**src/rtl/irrig_pkg.sv**
```systemverilog
// Shared types for the irrigation scheduler: FSM states, grant encoding and
// the thermometer-coded tank level constants.
package irrig_pkg;

  typedef enum logic [2:0] {
    IDLE     = 3'd0,
    FILL     = 3'd1,
    SPRINKLE = 3'd2,
    DRIP     = 3'd3,
    CLEAN    = 3'd4,
    ERROR    = 3'd5
  } state_t;

  typedef enum logic {
    GRANT_ASP = 1'b0,
    GRANT_GOT = 1'b1
  } grant_t;

  localparam logic [2:0] LEVEL_EMPTY = 3'b000;
  localparam logic [2:0] LEVEL_LOW   = 3'b001;
  localparam logic [2:0] LEVEL_MID   = 3'b011;
  localparam logic [2:0] LEVEL_FULL  = 3'b111;

  localparam int TIMER_W = 8;

  function automatic logic level_valid(input logic [2:0] lv);
    return (lv == LEVEL_EMPTY) || (lv == LEVEL_LOW) ||
           (lv == LEVEL_MID)   || (lv == LEVEL_FULL);
  endfunction

endpackage

```
**src/rtl/irrigation_scheduler_tick_timer.sv**
```systemverilog
// Loadable tick-enabled down-counter; done flags the tick that will bring
// the count to zero, so a load of N expires on the Nth following tick.
module tick_timer #(
  parameter int W = 8
) (
  input  logic         clock,
  input  logic         reset,
  input  logic         tick,
  input  logic         load,
  input  logic [W-1:0] load_val,
  output logic         done
);

  logic [W-1:0] count;

  always_ff @(posedge clock or negedge reset) begin
    if (!reset) begin
      count <= '0;
    end else if (load) begin
      count <= load_val;
    end else if (tick && (count != '0)) begin
      count <= count - 1'b1;
    end
  end

  assign done = (count == W'(1));

endmodule

```
**src/rtl/irrigation_scheduler.sv**
```systemverilog
// Tank-fed irrigation scheduler: fill / sprinkle / drip / clean FSM with
// round-robin request arbitration. Optional doser enabled by FERTILIZER_EN.
module irrigation_scheduler
  import irrig_pkg::*;
#(
  parameter int ASP_TICKS    = 8,
  parameter int GOT_TICKS    = 12,
  parameter int CLEAN_TICKS  = 4,
  parameter int FILL_TIMEOUT = 16
) (
  input  logic       clock,
  input  logic       reset,
  input  logic       tick,
  input  logic       asp_req,
  input  logic       got_req,
  input  logic       adb_req,
  input  logic [2:0] level,
  output logic       valve_fill,
  output logic       valve_asp,
  output logic       valve_got,
  output logic       dose_adb,
  output logic       clean_active,
  output logic       erro,
  output logic [2:0] state
);

  state_t               cur;
  state_t               nxt;
  grant_t               last_grant;
  logic                 timer_load;
  logic [TIMER_W-1:0]   timer_val;
  logic                 timer_done;

  // One timer serves every phase: the timed states are mutually exclusive.
  tick_timer #(.W(TIMER_W)) u_timer (
    .clock    (clock),
    .reset    (reset),
    .tick     (tick),
    .load     (timer_load),
    .load_val (timer_val),
    .done     (timer_done)
  );

  always_comb begin
    nxt        = cur;
    timer_load = 1'b0;
    timer_val  = '0;
    if (tick && (cur != ERROR)) begin
      if (!level_valid(level)) begin
        nxt = ERROR;
      end else begin
        case (cur)
          IDLE: begin
            if (level == LEVEL_EMPTY) begin
              nxt        = FILL;
              timer_load = 1'b1;
              timer_val  = TIMER_W'(FILL_TIMEOUT);
            end else if (asp_req && (!got_req || (last_grant == GRANT_GOT))) begin
              nxt        = SPRINKLE;
              timer_load = 1'b1;
              timer_val  = TIMER_W'(ASP_TICKS);
            end else if (got_req) begin
              nxt        = DRIP;
              timer_load = 1'b1;
              timer_val  = TIMER_W'(GOT_TICKS);
            end
          end
          FILL: begin
            if (level == LEVEL_FULL) begin
              nxt = IDLE;
            end else if (timer_done) begin
              nxt = ERROR;
            end
          end
          SPRINKLE, DRIP: begin
            if (level == LEVEL_EMPTY) begin
              nxt        = FILL;
              timer_load = 1'b1;
              timer_val  = TIMER_W'(FILL_TIMEOUT);
            end else if (timer_done) begin
              nxt        = CLEAN;
              timer_load = 1'b1;
              timer_val  = TIMER_W'(CLEAN_TICKS);
            end
          end
          CLEAN: begin
            if (timer_done) begin
              nxt = IDLE;
            end
          end
          default: nxt = cur;
        endcase
      end
    end
  end

  // Outputs are decoded from the next state so they line up with state.
  always_ff @(posedge clock or negedge reset) begin
    if (!reset) begin
      cur          <= IDLE;
      last_grant   <= GRANT_GOT;
      valve_fill   <= 1'b0;
      valve_asp    <= 1'b0;
      valve_got    <= 1'b0;
      clean_active <= 1'b0;
      erro         <= 1'b0;
    end else begin
      cur          <= nxt;
      valve_fill   <= (nxt == FILL);
      valve_asp    <= (nxt == SPRINKLE);
      valve_got    <= (nxt == DRIP);
      clean_active <= (nxt == CLEAN);
      erro         <= (nxt == ERROR);
      if ((cur == SPRINKLE) && (nxt == CLEAN)) begin
        last_grant <= GRANT_ASP;
      end else if ((cur == DRIP) && (nxt == CLEAN)) begin
        last_grant <= GRANT_GOT;
      end
    end
  end

  assign state = cur;

`ifdef FERTILIZER_EN
  logic [1:0] dose_left;

  // Doser runs for the first two ticks of a sprinkler cycle granted with adb_req.
  always_ff @(posedge clock or negedge reset) begin
    if (!reset) begin
      dose_left <= 2'd0;
      dose_adb  <= 1'b0;
    end else if (tick) begin
      if ((cur == IDLE) && (nxt == SPRINKLE)) begin
        dose_left <= adb_req ? 2'd2 : 2'd0;
        dose_adb  <= adb_req;
      end else if ((cur == SPRINKLE) && (nxt == SPRINKLE)) begin
        if (dose_left != 2'd0) begin
          dose_left <= dose_left - 2'd1;
        end
        dose_adb <= (dose_left == 2'd2);
      end else begin
        dose_left <= 2'd0;
        dose_adb  <= 1'b0;
      end
    end
  end
`else
  logic unused_adb;
  assign unused_adb = adb_req;
  assign dose_adb   = 1'b0;
`endif

endmodule

```
**config.mk**
```make
export PLATFORM = sky130hd
export DESIGN_NAME = irrigation_scheduler
export DESIGN_NICKNAME = d
export VERILOG_FILES = /design/src/rtl/irrig_pkg.sv /design/src/rtl/irrigation_scheduler_tick_timer.sv /design/src/rtl/irrigation_scheduler.sv
export SDC_FILE = /design/constraint.sdc
export NUM_CORES = 1
export LEC_CHECK = 0
export CELL_PAD_IN_SITES_DETAIL_PLACEMENT = 1
export CELL_PAD_IN_SITES_GLOBAL_PLACEMENT = 1
export CORE_UTILIZATION = 33
export CTS_CLUSTER_SIZE = 25
export DETAILED_ROUTE_END_ITERATION = 10
export PLACE_DENSITY_LB_ADDON = 0.1
export SYNTH_ARGS = -nofsm -noshare
export SYNTH_HDL_FRONTEND = slang
export SYNTH_SLANG_ARGS = --single-unit
```
**constraint.sdc**
```tcl
create_clock -name clock -period 2.3 [get_ports clock]
set_input_delay 0.46 -clock clock [delete_from_list [all_inputs] [get_ports clock]]
set_output_delay 0.46 -clock clock [all_outputs]
set_load 0.1 [all_outputs]
```
# --- After elaboration in Yosys (flattened, before gate mapping) ---
# Cells that the tools add are included.
word_totals:
  ff_bits: 17
  out_inout_bits: 9
  word_cells: 70
  inputBits: 9
op_classes:
  n_mux: 31
  n_reduce_logical: 16
  n_addsub: 1
  eq_ne: 14
ops:
  columns: ["operator", "n"]
  rows:
  - ["3-bit two-way mux", 11]
  - ["5-bit two-way mux", 4]
  - ["8-bit two-way mux", 2]
  - ["3-bit by 2-bit == test with 1-bit output, second input constant", 5]
  - ["3-bit == test, second input constant", 4]
  - ["3-bit case mux with 4 select lines", 1]
  - ["5-bit case mux with 2 select lines", 1]
  - ["3-bit by 1-bit == test with 1-bit output, second input constant", 3]
  - ["1-bit two-way mux", 9]
  - ["8-bit by 1-bit == test with 1-bit output, second input constant", 1]
  - ["4-bit two-way mux", 2]
  - ["8-bit nonzero test", 1]
  - ["8-bit by 1-bit subtractor with 8-bit output, second input constant", 1]
  - ["3-bit zero test", 2]
  - ["1-bit logical AND", 5]
  - ["1-bit logical OR", 4]
  - ["2-bit nonzero test", 2]
  - ["3-bit inequality test, second input constant", 1]
  - ["1-bit case mux with 2 select lines", 1]
  - ["2-bit OR reduction", 1]
  - ["1-bit zero test", 1]

# --- Logic depth before layout (Yosys ltp) ---
# Gate-level depths: netlist of run 1.
logic_depth:
  word_depth: 12
  depth_mapped: 7
  depth_no_buf: 7

# --- Cells and area by module ---
# A second synthesis of run 1 with hierarchy kept.
unflattened:
  cells_unflattened: 131
  area_unflattened_um2: 1222.4
by_module_without_submodules:
  columns: ["mod", "instances", "cells_each", "area_each_um2"]
  rows:
  - ["irrigation_scheduler", 1, 67, 648.1]
  - ["tick_timer", 1, 64, 574.3]

# --- Worst setup path before layout of run 1 ---
# No wires, ideal clock.
synth_path:
  path_type: "reg-to-reg"
  from: "reg cur[1], in the netlist state[1]"
  to: "reg last_grant"
  setup_slack_ns: -0.103
  path_stages_with_launch: 7
  arrival_time_ns: 2.320
  n_path_buf: 1
  t_required_ns: 2.217
  cell_sequence: "dfrtp_1 buf_2 nor3_1 and3_1 nor4_1 o31a_1 mux2_2"
synth_between:
  elab_chain_cells: 9
synth_rtl:
  columns: ["item", "line", "text"]
  rows:
  - ["start, declared", "irrigation_scheduler.sv:27", "state_t cur;"]
  - ["start signal, assigned", "irrigation_scheduler.sv:108", "cur <= nxt;"]
  - ["3-bit two-way mux", "irrigation_scheduler.sv:62", "end else if (got_req) begin"]
  - ["3-bit two-way mux", "irrigation_scheduler.sv:58", "end else if (asp_req && (!got_req || (last_grant == GRANT_GOT))) begin"]
  - ["3-bit two-way mux", "irrigation_scheduler.sv:54", "if (level == LEVEL_EMPTY) begin"]
  - ["3-bit case mux with 4 select lines", "irrigation_scheduler.sv:52", "case (cur)"]
  - ["3-bit two-way mux", "irrigation_scheduler.sv:49", "if (!level_valid(level)) begin"]
  - ["3-bit two-way mux", "irrigation_scheduler.sv:48", "if (tick && (cur != ERROR)) begin"]
  - ["3-bit == test", "irrigation_scheduler.sv:114, irrigation_scheduler.sv:116", null]
  - ["1-bit logical AND (on tied branches)", "irrigation_scheduler.sv:114, irrigation_scheduler.sv:116", null]
  - ["1-bit two-way mux or 2-bit nonzero test (tied branches)", null, null]
  - ["end signal, assigned", "irrigation_scheduler.sv:101", "last_grant <= GRANT_GOT;"]
  - ["end signal, assigned", "irrigation_scheduler.sv:115", "last_grant <= GRANT_ASP;"]
  - ["end signal, assigned", "irrigation_scheduler.sv:117", "last_grant <= GRANT_GOT;"]
  - ["end, declared", "irrigation_scheduler.sv:29", "grant_t last_grant;"]
# Parallel ways exist; a longest one is shown, timed or not.
# A chain may end at the register's enable or synchronous reset.

# --- Worst setup path in the final report of run 1 ---
layout_path:
  from: "in level[0]"
  to: "reg clean_active"
layout_between:
  elab_chain_cells: 7
layout_rtl:
  columns: ["item", "line", "text"]
  rows:
  - ["start, declared", "irrigation_scheduler.sv:17", "input logic [2:0] level,"]
  - ["parallel branches: the longest is 4 deep, another holds 3-bit case mux with 4 select lines", null, null]
  - ["3-bit two-way mux (*)", "irrigation_scheduler.sv:49", null]
  - ["3-bit two-way mux (*)", "irrigation_scheduler.sv:48", null]
  - ["via nxt[2]", "irrigation_scheduler.sv:28", "state_t nxt;"]
  - ["3-bit == test (*)", "irrigation_scheduler.sv:112", "clean_active <= (nxt == CLEAN);"]
  - ["end signal, assigned", "irrigation_scheduler.sv:112", null]
  - ["end, declared", "irrigation_scheduler.sv:22", "output logic clean_active,"]
# Mark *: on every way through the listed nets, which the timed path passes.

==> reports/metrics.yaml, run 1 <==
outcome:
  status: "finished, final reports clean"
min_path:
  hp-class: "in2async"
cells_and_area:
  synthToLayoutAreaGrowth_pct: 27.59
  fin_nets: 147
  antenna_cells: 0
  fillerInstances: 349
  drive_gt1_share_pct: 26.67
  seq_area_um2: 427.9
  final_common_cell: "buf_4"
  final_cell_mix: "20 x buf_4, 15 x dfrtp_1, 7 x nor3_1, 7 x nor2_1, 7 x clkdlybuf4s50_1"
  multi_input_area_um2: 579.3
power_and_ir_drop:
  powerDensity_nw_per_um2: 926.0
  p_leak_nw: 0.5525
  swShare_pct: 46.96
  power_switching_uw: 576.2
  p_int_uw: 650.8
  power_frac_seq_pct: 41.3
  ir_drop_v: 0.0006725
  pwr-share-clk_pct: 14.3
  p_comb_share_pct: 44.4
clock_network:
  clock_latency_ns: 0.30
  ctsHtreeMaxLevel: 1
  cts_made_buffers: 3
  clockBufferDepth: 2
  cts.sinks: 17
  ctsResizeCount: 0
  cts_hold_buf: 0
  postCtsSetupBuffers: 0
  cts-root-buf: "clkbuf_4"
  cts_tree: "yes"
  clkTransAtPathRegs_ns: 0.11
global_route:
  grt_max_degree: 18
  grt_pass1_vias: 951
  grt_overflow_total: 0
  grt_usage_pct: 17.53
  antenna_found_initial: 0
  grt_pass1_wl_mm: 4.464
worst_setup_path:
  r2r_slack_ns: 0.33
  worstSetupPathType: "in2reg"
  crit_required_ns: 2.51
  crit_fanout: 6
  endpoint_kind: "register"
  start_kind: "input pin"
  cp.arrival_ns: 2.25
synthesis:
  netlist_area_um2: 1038
  synthArstFlopShare_pct: 100.0
  synth-seq-cells: 17
  synth_warnings: 0
  synth_edf_count: 0
  ys_seq_area_share_pct: 41.08
  synth-main-ff-cell: "dfrtp_1"
  syn_nets: 118
  syn_avg_cell_area_um2: 9.706
  ys_types: 46
  syn-instance-count: 107
floorplanning:
  num_io_pins: 18
  dieArea_um2: 3375
  die_w_um: 58.10
  initial_utilization_pct: 36.10
  core_um2: 2877
  die-height_um: 58.10
  rows: 19
timing:
  setup_slack_ns: 0.2598
  hold_violations: 0
  finalClockSkew_ns: 0.001060
  fmax_mhz: 490.1
  finalCritPeriodShare_pct: 88.71
  holdWs_ns: 0.4666
  post-route-min-period_ns: 2.040
  maxSlewViolCount: 0
  finalSetupViolCount: 0
  rsz0062_at_grt: "no"
routing:
  route.detailed.drc: 0
  wl_per_cell_um: 14.50
  dr.pass1.iters: 3
  vias_per_cell: 5.198
  ant_nets: 0
  wl_mm: 2.566
  drt-initial-drc-count: 22
  vias: 920
placement:
  io_buffers: 15
  gp_congestion: 0.7557
  hpwlAfterDp_mm: 2.043
  post-place-ws_ns: -0.07332
job:
  max_cap_viol_count: 0
cells in the mapped netlist (2+ instances only):
cell      count  area share (%)
a211oi_1      3             2.2
a21boi_0      2             1.4
and2_1        2             1.2
and3_1        6             3.6
buf_2         2            0.96
dfrtp_1      16              39
ha_1          2             2.4
inv_1         3             1.1
nand2_1       6             2.2
nand2b_1      4             2.4
nand3_1       2            0.96
nor2_1        7             2.5
nor2b_1       2             1.2
nor3_1        7             3.4
nor3b_1       4             2.9
o21ai_0       4             1.9
o31a_1        2             1.7
or3_4         2             2.2
xnor2_1       2             1.7
xor2_1        3             2.5
final timing paths:
check	from	to	cells after the start
setup / recovery	level[0]	clean_active	7
hold / removal	reset	u_timer.count[4]	2
setup reg to reg	u_timer.count[6]	u_timer.count[7]	6
hold reg to reg	u_timer.count[7]	u_timer.count[7]	2
max in group asynchronous	reset	last_grant	2
min in group clock	u_timer.count[7]	u_timer.count[7]	2
registers in the layout, summed over array words and instances, names as in the netlist:
name           count
u_timer.count      8
valve_fill         1
erro               1
state              3
last_grant         1
clean_active       1
valve_asp          1
valve_got          1
routing by layer:
metal | up-vias | GRT usage (%) | routed length [µm]
li1 | 447 | - | -
met1 | 459 | 22.69 | 1167
met2 | 9 | 29.39 | 1308
met3 | 5 | 2.902 | 54
met4 | 0 | 6.463 | 36
met5 | - | 0 | 0
power by group through the flow:
stage | Sequential, mW | Combinational [mW] | Clock [mW]
finish | 0.506 | 0.545 | 0.176
global route | 0.524 | 0.598 | 0.197
CTS | 0.509 | 0.552 | 0.186
detailed placement | 0.516 | 0.549 | 0
global placement | 0.504 | 0.535 | 0
floorplan | 0.642 | 0.260 | 0
per-stage QoR:
step	utilization, %	TNS [ns]	std cells	total power, mW	instance area (µm²)
4_1_cts	46.06	0	177	1.247	1325
3_5_place_dp	45.02	-0.3634	173	1.066	1295
5_1_grt	46.06	0	177	1.318	1325
3_3_place_gp	45.02	-0.1774	173	1.039	1295
6_report	46.06	0	177	1.227	1325
2_1_floorplan	-	0	107	0.9012	1040
area by class of cell:
cell class	instances	share of cell area, %
repair buffers	27	16.62
multi-input cells	83	43.72
inverters	4	1.133
clock inverters	1	0.5666
flip-flops and latches	17	32.29
clock buffers	3	1.700
well taps	42	3.966
kinds of logic (layout without fill, tap and decap cells):
family                     Yosys count  count (layout)  share of synthesized area, %
DFF                                 17              17                         41.08
and+or+nand+nor                     50              50                         29.88
xor gates and xnor gates             5               5                         4.218
buffers and inverters                7              35                         3.132
AOI/OAI and AO/OA                   23              23                         16.87
other                                1               1                        0.3611
muxes                                2               2                         2.048
adders and majority gates            2               2                         2.409
critical path, stage by stage:
cell	delay, ns
clkdlybuf4s50_1	0.48
buf_4	0.17
o31a_1	0.29
o2111ai_1	0.27
a21boi_0	0.13
o21a_1	0.25
and3_1	0.20
Power figures use the tool's default switching activity.
==> run 2: changes to the inputs <==
CAP_MARGIN = 20   (was default)
CORE_MARGIN = 10   (was default)
==> reports/metrics.yaml, run 2 (synthesized netlist as in run 1, its figures left out) <==
outcome:
  status: "finished, final reports clean"
clock_network:
  cts_hold_buf: 0  # unchanged
  ctsHtreeMaxLevel: 1  # unchanged
  cts_tree: "yes"
  clkTransAtPathRegs_ns: 0.11  # about the same
  cts_made_buffers: 3  # unchanged
  clock_latency_ns: 0.29  # about the same
  ctsResizeCount: 0  # unchanged
  clockBufferDepth: 2  # unchanged
  cts-root-buf: "clkbuf_4"
  cts.sinks: 17  # unchanged
  postCtsSetupBuffers: 0  # unchanged
global_route:
  antenna_found_initial: 0  # unchanged
  globalRouteMet2Util_pct: 15.05  # -14 points
  grt_usage_pct: 9.355  # -8.2 points
  top_usage_layer: "met2"
  grt_overflow_total: 0  # unchanged
  grt_pass1_wl_mm: 4.595  # +2.9%
  use_met3_pct: 2.358  # -0.54 points
  globalRouteMet1Util_pct: 11.95  # -11 points
  grt_max_degree: 18  # unchanged
  grt_pass1_vias: 932  # -2.0%
routing:
  dr.pass1.iters: 4  # +1
  vias_per_cell: 5.006  # -3.7%
  route.detailed.drc: 0  # unchanged
  vias: 881  # -4.2%
  wl_mm: 2.657  # +3.5%
  wl_per_cell_um: 15.10  # +4.1%
  ant_nets: 0  # unchanged
  drt-initial-drc-count: 39  # +77%
power_and_ir_drop:
  power_switching_uw: 570.3  # -1.0%
  powerDensity_nw_per_um2: 933.8  # +0.84%
  p_int_uw: 648.3  # -0.37%
  power.total_mw: 1.219  # -0.68%
  pwr-share-clk_pct: 14.3  # about the same
  swShare_pct: 46.80  # -0.16 points
  ir_drop_v: 0.0007402  # +10%
  p_comb_share_pct: 44.5  # about the same
  power_frac_seq_pct: 41.2  # about the same
  p_leak_nw: 0.5379  # -2.6%
cells_and_area:
  final_cell_mix: "17 x buf_4, 15 x dfrtp_1, 7 x nor3_1, 7 x nor2_1, 7 x clkdlybuf4s50_1"
  fin_nets: 144  # -2.0%
  drive_gt1_share_pct: 25.00  # -1.7 points
  fillerInstances: 365  # +4.6%
  final_util_pct: 43.10  # -3.0 points
  synthToLayoutAreaGrowth_pct: 25.66
  regMostFlops: "u_timer.count"
  layoutNonFillerInstCount: 176  # -0.56%
  antenna_cells: 0  # unchanged
  design_area_um2: 1305  # -1.5%
  final_common_cell: "buf_4"
  largest_reg_flops: 8  # unchanged
worst_setup_path:
  crit_chain: "clkdlybuf4s50_1 -> buf_4 -> o31a_1 -> o2111ai_1 -> a21boi_0 -> o21a_1 -> and3_1"
  crit_required_ns: 2.50  # about the same
  worstSetupPathType: "in2reg"
  cpPeakStageDelay_ns: 0.49  # about the same
  endpoint_kind: "register"
  cp.arrival_ns: 2.27  # +0.02 ns
  cpMaxStageDelayCell: "clkdlybuf4s50_1"
  start_kind: "input pin"
  crit_fanout: 6  # unchanged
timing:
  maxSlewViolCount: 0  # unchanged
  post-route-min-period_ns: 2.077  # +0.03704 ns
  finalSetupViolCount: 0  # unchanged
  fmax_mhz: 481.4  # -1.8%
  hold_violations: 0  # unchanged
  tightestPinTransition_ns: 0.5111
  rsz0062_at_grt: "no"
  finalCritPeriodShare_pct: 90.32  # +1.6 points
  finalClockSkew_ns: 0.001434  # +0.0003739 ns
  slew_headroom_pct: 65.85
  holdWs_ns: 0.4770  # +0.01036 ns
floorplanning:
  rows: 20  # +1
  die_w_um: 76.10  # +31%
  num_io_pins: 18  # unchanged
  dieArea_um2: 5790  # +72%
  die-height_um: 76.10  # +31%
  initial_utilization_pct: 34.30  # -1.8 points
  core_um2: 3028  # +5.3%
job:
  max_cap_viol_count: 0  # unchanged
placement:
  io_buffers: 15  # unchanged
  placed_cells: 172  # -0.58%
  gp_congestion: 0.7427  # -1.7%
  hpwlAfterDp_mm: 2.117  # +3.6%
  place_area_um2: 1275  # -1.5%
min_path:
  hp-class: "in2async"
## run 2: final timing paths
path | startpoint | endpoint | cells past startpoint | slack, ns
hold reg to reg | u_timer.count[7] | u_timer.count[7] | 2 | 0.60
hold / removal | reset | u_timer.count[6] | 2 | 0.48
min in group clock | u_timer.count[7] | u_timer.count[7] | 2 | 0.60
setup / recovery | level[0] | clean_active | 7 | 0.22
max in group asynchronous | reset | last_grant | 2 | 1.57
setup reg to reg | u_timer.count[6] | u_timer.count[7] | 6 | 0.30
## run 2: final cells by class
type                            instances  area (µm²)  area share [%]
Multi-Input combinational cell         83       579.3           44.39
Sequential cell                        17       427.9           32.79
Timing Repair Buffer                   24       197.7           15.15
Tap cell                               44       55.05           4.219
Clock buffer                            3       22.52           1.726
Inverter                                4       15.01           1.151
Clock inverter                          1       7.507          0.5753
## run 2: critical path, delay by kind of cell
family	cells	cell delay, ns
compound gates	4	0.94
buf+inv	2	0.67
simple gates	1	0.21
## run 2: routing by layer
layer	vias up	routed length [µm]
met5	-	0
met4	0	21
met3	2	87
met2	8	1332
met1	431	1216
li1	440	-
## run 2: power groups by stage
stage / registers (mW) / logic, mW / clock network, mW
CTS: 0.505 / 0.550 / 0.188
floorplan: 0.642 / 0.260 / 0
finish: 0.502 / 0.542 / 0.174
global route: 0.516 / 0.598 / 0.199
global placement: 0.503 / 0.537 / 0
detailed placement: 0.510 / 0.546 / 0
## run 2: through the flow
step	TNS (ns)	worst slack [ns]
5_1_grt	0	0.08398
3_5_place_dp	-0.3671	-0.09600
6_report	0	0.2227
2_1_floorplan	0	0.01414
3_3_place_gp	-0.1776	-0.06284
4_1_cts	0	0.2301
